**config.mk**
```make
export PLATFORM = sky130hd
export DESIGN_NAME = fp_exception_pipe
export DESIGN_NICKNAME = d
export VERILOG_FILES = /design/src/rtl/fp_mult_pkg.sv /design/src/rtl/fp_classify.sv /design/src/rtl/fp_exception_pipe.sv
export SDC_FILE = /design/constraint.sdc
export NUM_CORES = 1
export LEC_CHECK = 0
export BUFFER_PORTS_ARGS = -buffer_cell sky130_fd_sc_hd__buf_2
export CAP_MARGIN = 20
export CORE_ASPECT_RATIO = 1.75
export CORE_MARGIN = 2
export CORE_UTILIZATION = 45
export CTS_BUF_LIST = sky130_fd_sc_hd__clkbuf_8 sky130_fd_sc_hd__clkbuf_16
export DETAILED_ROUTE_END_ITERATION = 7
export PLACE_DENSITY = 0.74
export SYNTH_ARGS = -nofsm -noshare
export SYNTH_HDL_FRONTEND = slang
export SYNTH_SLANG_ARGS = --single-unit
```
**constraint.sdc**
```tcl
create_clock -name clk -period 2.9 [get_ports clk]
set_clock_uncertainty 0.1 [all_clocks]
set_input_delay 0.435 -clock clk [delete_from_list [all_inputs] [get_ports clk]]
set_output_delay 0.435 -clock clk [all_outputs]
set_load 0.05 [all_outputs]
```
**src/rtl/fp_mult_pkg.sv**
```systemverilog
// Shared types and constants for the FP multiplier exception stage.
//  round_values : runtime rounding mode codes
//  fp_class_t   : operand class after flush-to-zero decode
//  FL_*         : bit positions inside the 7-bit status flag vector
//  *_val        : bit patterns of special values (sign bit clear), returned
//                 in 64 bits so callers can slice to any width up to 64
package fp_mult_pkg;

  typedef enum logic [2:0] {
    IEEE_near = 3'd0,
    IEEE_zero = 3'd1,
    IEEE_pinf = 3'd2,
    IEEE_ninf = 3'd3,
    near_up   = 3'd4,
    away_zero = 3'd5
  } round_values;

  typedef enum logic [1:0] {
    CLS_ZERO = 2'd0,
    CLS_INF  = 2'd1,
    CLS_NAN  = 2'd2,
    CLS_NORM = 2'd3
  } fp_class_t;

  // flags = {invalid, inexact, huge, tiny, nan, inf, zero}
  localparam int FL_ZERO = 0;
  localparam int FL_INF  = 1;
  localparam int FL_NAN  = 2;
  localparam int FL_TINY = 3;
  localparam int FL_HUGE = 4;
  localparam int FL_INX  = 5;
  localparam int FL_INV  = 6;
  localparam int FL_W    = 7;

  function automatic logic [63:0] inf_val(int ew, int mw);
    return ((64'd1 << ew) - 64'd1) << mw;
  endfunction

  function automatic logic [63:0] max_norm(int ew, int mw);
    return (((64'd1 << ew) - 64'd2) << mw) | ((64'd1 << mw) - 64'd1);
  endfunction

  function automatic logic [63:0] min_norm(int ew, int mw);
    return 64'd1 << mw;
  endfunction

  function automatic logic [63:0] qnan(int ew, int mw);
    return inf_val(ew, mw) | (64'd1 << (mw - 1));
  endfunction

endpackage

```
**src/rtl/fp_classify.sv**
```systemverilog
// Combinational class decode of one FP value (sign not needed).
//  exp_i  : biased exponent
//  frac_i : fraction
//  cls_o  : ZERO (zero or denormal, flushed), INF, NAN or NORM
module fp_classify
  import fp_mult_pkg::*;
#(
  parameter int EXP_W = 8,
  parameter int MAN_W = 23
) (
  input  logic [EXP_W-1:0] exp_i,
  input  logic [MAN_W-1:0] frac_i,
  output fp_class_t        cls_o
);

  always_comb begin
    if (exp_i == '0)       cls_o = CLS_ZERO;
    else if (&exp_i)       cls_o = (frac_i == '0) ? CLS_INF : CLS_NAN;
    else                   cls_o = CLS_NORM;
  end

endmodule

```
**src/rtl/fp_exception_pipe.sv**
```systemverilog
// Two-stage exception / post-processing stage of the FP multiplier.
// S1 registers operand classes, result sign, datapath status and rounding
// mode; S2 registers the corrected result and its flags.
//  clk, rst                : clock, async active-high reset
//  in_valid/in_ready       : input handshake (a, b, z_calc, status, rnd_mode)
//  out_valid/out_ready     : output handshake (z, flags)
//  z, flags                : corrected result and {inv,inx,huge,tiny,nan,inf,zero}
//  sticky_flags, flags_clr : accumulated flags of accepted outputs, clear
module fp_exception_pipe
  import fp_mult_pkg::*;
#(
  parameter int EXP_W = 8,
  parameter int MAN_W = 23,
  parameter logic [MAN_W-1:0] QNAN_FRAC = {1'b1, {(MAN_W-1){1'b0}}},
  localparam int W = 1 + EXP_W + MAN_W
) (
  input  logic            clk,
  input  logic            rst,
  input  logic            in_valid,
  output logic            in_ready,
  input  logic [W-1:0]    a,
  input  logic [W-1:0]    b,
  input  logic [W-1:0]    z_calc,
  input  logic            overflow,
  input  logic            underflow,
  input  logic            inexact,
  input  logic [2:0]      rnd_mode,
  output logic            out_valid,
  input  logic            out_ready,
  output logic [W-1:0]    z,
  output logic [FL_W-1:0] flags,
  output logic [FL_W-1:0] sticky_flags,
  input  logic            flags_clr
);

  localparam logic [W-1:0] INF_C  = W'(inf_val(EXP_W, MAN_W));
  localparam logic [W-1:0] MAXN_C = W'(max_norm(EXP_W, MAN_W));
  localparam logic [W-1:0] MINN_C = W'(min_norm(EXP_W, MAN_W));
  localparam logic [W-1:0] QNAN_C = {1'b0, {EXP_W{1'b1}}, QNAN_FRAC};

  logic adv;
  assign adv      = !out_valid || out_ready;
  assign in_ready = adv;

  // ---------------- S1 ----------------
  fp_class_t   cls_a_d, cls_b_d, cls_z_d;
  fp_class_t   cls_a_q, cls_b_q, cls_z_q;
  logic        s1_vld_q, sign_q, ovf_q, unf_q, inx_q;
  logic [W-1:0] zc_q;
  round_values rm_d, rm_q;

  fp_classify #(.EXP_W(EXP_W), .MAN_W(MAN_W)) u_cls_a (
    .exp_i(a[W-2:MAN_W]), .frac_i(a[MAN_W-1:0]), .cls_o(cls_a_d));
  fp_classify #(.EXP_W(EXP_W), .MAN_W(MAN_W)) u_cls_b (
    .exp_i(b[W-2:MAN_W]), .frac_i(b[MAN_W-1:0]), .cls_o(cls_b_d));
  fp_classify #(.EXP_W(EXP_W), .MAN_W(MAN_W)) u_cls_z (
    .exp_i(z_calc[W-2:MAN_W]), .frac_i(z_calc[MAN_W-1:0]), .cls_o(cls_z_d));

  // Unused codes 6/7 collapse to round-to-nearest at capture time.
  assign rm_d = (rnd_mode > 3'd5) ? IEEE_near : round_values'(rnd_mode);

  always_ff @(posedge clk or posedge rst) begin
    if (rst) begin
      s1_vld_q <= 1'b0;
      cls_a_q  <= CLS_ZERO;
      cls_b_q  <= CLS_ZERO;
      cls_z_q  <= CLS_ZERO;
      sign_q   <= 1'b0;
      ovf_q    <= 1'b0;
      unf_q    <= 1'b0;
      inx_q    <= 1'b0;
      rm_q     <= IEEE_near;
      zc_q     <= '0;
    end else if (adv) begin
      s1_vld_q <= in_valid;
      cls_a_q  <= cls_a_d;
      cls_b_q  <= cls_b_d;
      cls_z_q  <= cls_z_d;
      sign_q   <= a[W-1] ^ b[W-1];
      ovf_q    <= overflow;
      unf_q    <= underflow;
      inx_q    <= inexact;
      rm_q     <= rm_d;
      zc_q     <= z_calc;
    end
  end

  // ---------------- S2 ----------------
  logic [W-1:0]    z_d;
  logic [FL_W-1:0] fl_d;
  logic            to_inf, to_minn, rnd_inx;

  // Directed modes pick the larger magnitude only when rounding away from zero.
  assign to_inf  = (rm_q == IEEE_near) || (rm_q == near_up) || (rm_q == away_zero) ||
                   (rm_q == IEEE_pinf && !sign_q) || (rm_q == IEEE_ninf && sign_q);
  assign to_minn = (rm_q == away_zero) ||
                   (rm_q == IEEE_pinf && !sign_q) || (rm_q == IEEE_ninf && sign_q);

  always_comb begin
    z_d     = zc_q;
    fl_d    = '0;
    rnd_inx = 1'b0;
    if (cls_a_q == CLS_NAN || cls_b_q == CLS_NAN) begin
      z_d          = QNAN_C;
      fl_d[FL_NAN] = 1'b1;
    end else if ((cls_a_q == CLS_ZERO && cls_b_q == CLS_INF) ||
                 (cls_a_q == CLS_INF  && cls_b_q == CLS_ZERO)) begin
      z_d          = QNAN_C;
      fl_d[FL_NAN] = 1'b1;
      fl_d[FL_INV] = 1'b1;
    end else if (cls_a_q == CLS_INF || cls_b_q == CLS_INF) begin
      z_d          = {sign_q, INF_C[W-2:0]};
      fl_d[FL_INF] = 1'b1;
    end else if (cls_a_q == CLS_ZERO || cls_b_q == CLS_ZERO) begin
      z_d           = {sign_q, {(W-1){1'b0}}};
      fl_d[FL_ZERO] = 1'b1;
    end else if (ovf_q) begin
      fl_d[FL_HUGE] = 1'b1;
      rnd_inx       = 1'b1;
      if (to_inf) begin
        z_d          = {sign_q, INF_C[W-2:0]};
        fl_d[FL_INF] = 1'b1;
      end else begin
        z_d = {sign_q, MAXN_C[W-2:0]};
      end
    end else if (unf_q || cls_z_q == CLS_ZERO) begin
      if (!unf_q && zc_q[MAN_W-1:0] == '0) begin
        // exact zero product: nothing was lost, no rounding applies
        z_d           = {sign_q, {(W-1){1'b0}}};
        fl_d[FL_ZERO] = 1'b1;
      end else begin
        fl_d[FL_TINY] = 1'b1;
        rnd_inx       = 1'b1;
        if (to_minn) begin
          z_d = {sign_q, MINN_C[W-2:0]};
        end else begin
          z_d           = {sign_q, {(W-1){1'b0}}};
          fl_d[FL_ZERO] = 1'b1;
        end
      end
    end else if (cls_z_q == CLS_INF || cls_z_q == CLS_NAN) begin
      z_d           = {sign_q, INF_C[W-2:0]};
      fl_d[FL_INF]  = 1'b1;
      fl_d[FL_HUGE] = 1'b1;
    end
    fl_d[FL_INX] = inx_q || rnd_inx;
  end

  always_ff @(posedge clk or posedge rst) begin
    if (rst) begin
      out_valid <= 1'b0;
      z         <= '0;
      flags     <= '0;
    end else if (adv) begin
      out_valid <= s1_vld_q;
      z         <= z_d;
      flags     <= fl_d;
    end
  end

  // Clear wins over a same-cycle accumulate.
  always_ff @(posedge clk or posedge rst) begin
    if (rst)                         sticky_flags <= '0;
    else if (flags_clr)              sticky_flags <= '0;
    else if (out_valid && out_ready) sticky_flags <= sticky_flags | flags;
  end

endmodule

```
---- Yosys cells after proc, flatten, opt, wreduce, memory -nomap -nowiden ----
Index checks and enable logic that the tools add are counted.
operators by class
  $add $sub $neg .......................... 0
  multipliers ............................. 0
  div/mod/pow operators ................... 0
  $lt $le $gt $ge ......................... 1
  equality and inequality tests ........... 10
  shifts and indexed selects .............. 0
  mux-type cells .......................... 52
  bitwise gates (word level) .............. 2
  reductions and logical operators ........ 38
operators with widths
  kind                                                 count
  2-to-1 mux 32 bit                                    7
  zero test 23 bit                                     4
  2-to-1 mux 24 bit                                    3
  2-to-1 mux 2 bit                                     15
  zero test 8 bit                                      3
  2-to-1 mux 1 bit                                     24
  AND reduction 8 bit                                  3
  logical OR 1 bit                                     14
  2-to-1 mux 7 bit                                     2
  bitwise OR 7 bit                                     1
  equality test 2 x 1 -> 1 bit, second input constant  3
  equality test 2 bit, second input constant           3
  equality test 3 x 2 -> 1 bit, second input constant  2
  equality test 3 bit, second input constant           2
  logical AND 1 bit                                    6
  zero test 2 bit                                      3
  > comparator 3 bit, second input constant            1
  zero test 1 bit                                      3
  zero test 3 bit                                      1
  2-to-1 mux 3 bit                                     1
  nonzero test 2 bit                                   1
  bitwise XOR 1 bit                                    1
storage, ports and cells
  register bits ........................... 93
  bits in latches ......................... 0
  RAM bits ................................ 0
  ROM bits ................................ 0
  memories ................................ 0

---- Depth between registers and ports, before layout ----
  depth after elaboration ................. 12
  mapped depth ............................ 7
  depth with buffers taken out ............ 6

---- Cells and area by module ----
A second synthesis with hierarchy kept.
second synthesis, totals
  cell total of the unflattened synthesis .. 483
  area total of the unflattened synthesis .. 4428.0 um^2
by module, submodules not included
  module             instances  cells an instance  area each (um^2)
  fp_exception_pipe  1          432                4060.1
  fp_classify        3          17                 122.6

---- Worst setup path after synthesis ----
Ideal clock, no wire load.
  path type ............................... register to output
  from .................................... reg out_valid
  to ...................................... out in_ready
  data arrival time ....................... 1.536 ns
  setup slack ............................. 0.829 ns
  cell stages (with the launch flop) ...... 4
  path buffers ............................ 1
  cells stage by stage .................... dfrtp_1 nor2b_1 inv_2 clkbuf_1
on the way
  word-level cells in the longest chain between the ends .. 2
RTL lines
  item                      RTL line                  RTL
  start: declaration        fp_exception_pipe.sv:28   output logic out_valid,
  start signal: assignment  fp_exception_pipe.sv:155  out_valid <= s1_vld_q;
  zero test 1 bit           fp_exception_pipe.sv:42   assign adv = !out_valid || out_ready;
  logical OR 1 bit          fp_exception_pipe.sv:42
  end: declaration          fp_exception_pipe.sv:20   output logic in_ready,
Every way passes these cells.

---- Worst setup path in the final report ----
Ends and elaborated chain as after synthesis.

==> impl_metrics.env <==
export IMPL_status="finished clean"
export IMPL_clkPwrFrac=0.312
export IMPL_antenna_left=0
export IMPL_clockBufferDepth=2
export IMPL_period_share=0.761
export IMPL_critPathRequiredTime_ns=2.37
export IMPL_max_slew_margin=0.508
export IMPL_seq_power_share=0.408
export IMPL_grt_start_max_net_pins=56
export IMPL_start_util=0.457
export IMPL_io_buffer_count=154
export IMPL_avgSynthCellArea_um2=9.01
export IMPL_gp_congestion=0.901
export IMPL_routed_via_count=4036
export IMPL_hold_viol_final=0
export IMPL_tightest_slew_ns=0.732
export IMPL_path_class="reg -> out"
export IMPL_via_per_inst=5.40
export IMPL_synth_edf_count=0
export IMPL_drt_iter0_drc=254
export IMPL_p_int_w=0.00260
export IMPL_peakVddDrop_mv=0.408
export IMPL_cp_start_kind="flop"
export IMPL_cts_setup_buffers=0
export IMPL_drc=0
export IMPL_setup_tns_ns=0
export IMPL_numCtsBuffers=9
export IMPL_die_area_um2=10300
export IMPL_syn_inst=474
export IMPL_fp_row_count=47
export IMPL_maxSlewViolCount=0
export IMPL_holdWs_ns=0.199
export IMPL_crit_fanout=33
export IMPL_final_cell_mix="nand2_1, buf_2, dfrtp_1"
export IMPL_endpoint_kind="output pin"
export IMPL_holdCritPathClass="in -> reg"
export IMPL_cp_arrival_ns=1.67
export IMPL_synth_seq_cells=93
export IMPL_fmax_ghz=0.453
export IMPL_setup_viol=0
export IMPL_synthArstFlopShare=1.00
export IMPL_ios=155
export IMPL_first_global_vias=3892
export IMPL_drive_above_1_share=0.297
export IMPL_swShare=0.358
export IMPL_grt_use_total=0.231
export IMPL_final_min_clock_period_ns=2.21
export IMPL_hpwl_um=8750
export IMPL_chipWidth_um=77.6
export IMPL_p_sw_w=0.00145
export IMPL_holdPathStages=3
export IMPL_dieHeight_um=133
export IMPL_cts_root_buf="clkbuf_16"
export IMPL_routed_wl_um=11600
export IMPL_grt_pass1_wl_um=19000
export IMPL_syn2layout_area_growth_pct=28.6
export IMPL_synthDistinctLibCells=40
export IMPL_path_clk_slew_ns=0.06
export IMPL_clkSinkCount=93
export IMPL_core_area_um2=9350
export IMPL_yosys_warnings=0
export IMPL_antenna_cells=0
export IMPL_nets=729
export IMPL_power_leakage_nw=2.85
export IMPL_ys_seq_area_frac=0.545
export IMPL_hold_buffers=1
export IMPL_r2r_cells=5
export IMPL_synth_nets=582
export IMPL_power_density_nw_per_um2=738
export IMPL_wire_per_inst_um=15.5
export IMPL_grt_antenna_before_repair=0
export IMPL_first_pass_iters=4
export IMPL_maxCapViolCount=0
export IMPL_htreeDepth=3
export IMPL_clkLatencyLatePin_ns=0.34
export IMPL_netlist_area_um2=4270
export IMPL_synthFlopType="dfrtp_1"
export IMPL_post_cts_resized=0
export IMPL_grt_ovfl_total=0
export IMPL_pwr_share_comb=0.280
export IMPL_fillCellCount=840
export IMPL_rsz0062_at_grt="false"
export IMPL_layout_commonest_cell="nand2_1"
export IMPL_cts_tree="done"
==> worst max-delay path, stage by stage (launching register included) <==
cell,delay [ns]
dfrtp_1,0.38
nor2b_4,0.14
inv_2,0.42
buf_2,0.38
==> flip-flops by register name (all words and copies together), names as in the netlist, 2 cells and up <==
register,cells
z,32
zc_q,32
flags,7
sticky_flags,7
rm_q,3
cls_a_q,2
cls_b_q,2
cls_z_q,2
==> power by group through the flow <==
stage / Sequential, W / Clock, W / Combinational, W
global route: 0.00168 / 0.00134 / 0.00123
global placement: 0.00167 / 0 / 0.00112
floorplan: 0.00201 / 0 / 0.000451
detailed placement: 0.00168 / 0 / 0.00114
finish: 0.00165 / 0.00126 / 0.00113
CTS: 0.00165 / 0.00130 / 0.00114
==> Yosys cell counts, types with 2 or more instances <==
library cell	number	area share
a21oi_1	20	0.023
nor4_1	26	0.038
nand4_1	11	0.016
nand2b_1	3	0.0044
o22a_1	2	0.0041
xnor2_1	4	0.0082
o22ai_1	3	0.0044
dfrtp_1	93	0.54
clkbuf_1	20	0.018
nor2b_1	4	0.0059
o21ai_0	9	0.011
or4_1	3	0.0053
nand3b_1	2	0.0035
a22o_1	29	0.059
buf_2	8	0.0094
nor3_1	5	0.0059
nor3b_1	2	0.0035
nand2_1	157	0.14
nand3_1	26	0.030
inv_1	6	0.0053
nor2_1	22	0.019
==> path summary, 6_finish.rpt <==
check	slack [ns]	to	from
worst max-delay path	0.69	in_ready	out_valid
max in group asynchronous	1.45	cls_z_q[0]	rst
worst max register to register	0.83	z[25]	out_valid
worst min register to register	0.37	zc_q[31]	zc_q[31]
worst min-delay path	0.20	zc_q[19]	z_calc[19]
min in group asynchronous	0.41	out_valid	rst
==> area by class of cell <==
class | count | area, µm² | area share
well taps | 122 | 153 | 0.0278
repair buffers | 164 | 848 | 0.154
multi-input cells | 346 | 1810 | 0.329
clock buffers | 10 | 239 | 0.0435
inverters | 7 | 30.0 | 0.00547
flip-flops and latches | 93 | 2330 | 0.424
clock inverters | 6 | 86.3 | 0.0157
==> cell families (layout without fill, tap and decap cells) <==
family | after synthesis | in the layout | share of synthesized area
AND/OR/NAND/NOR | 265 | 265 | 0.282
flip-flops | 93 | 93 | 0.545
AO/OA/AOI/OAI | 74 | 74 | 0.125
buffers and inverters | 35 | 187 | 0.0331
XOR/XNOR | 5 | 5 | 0.0103
adder cells (fa/ha/maj) | 1 | 1 | 0.00293
multiplexers | 1 | 1 | 0.00234
==> layer usage <==
layer / global-route usage / wire, µm / vias up
met2: 0.413 / 6260 / 120
met4: 0.0903 / 277 / 0
met5: 0 / 0 / -
li1: - / - / 1951
met3: 0.0362 / 498 / 16
met1: 0.275 / 4550 / 1949
==> stage by stage <==
step           cell area [µm²]   util  power, W  setup WS, ns  instances
6_report                  5490  0.587   0.00405         0.692        748
5_1_grt                   5490  0.587   0.00425         0.623        748
4_1_cts                   5490  0.587   0.00409         0.670        748
3_5_place_dp              5160  0.552   0.00281         0.778        731
3_3_place_gp              5160  0.552   0.00278         0.883        731
2_1_floorplan             4270      -   0.00246         0.829        474
Note: power is estimated with default switching activity, not from simulation.
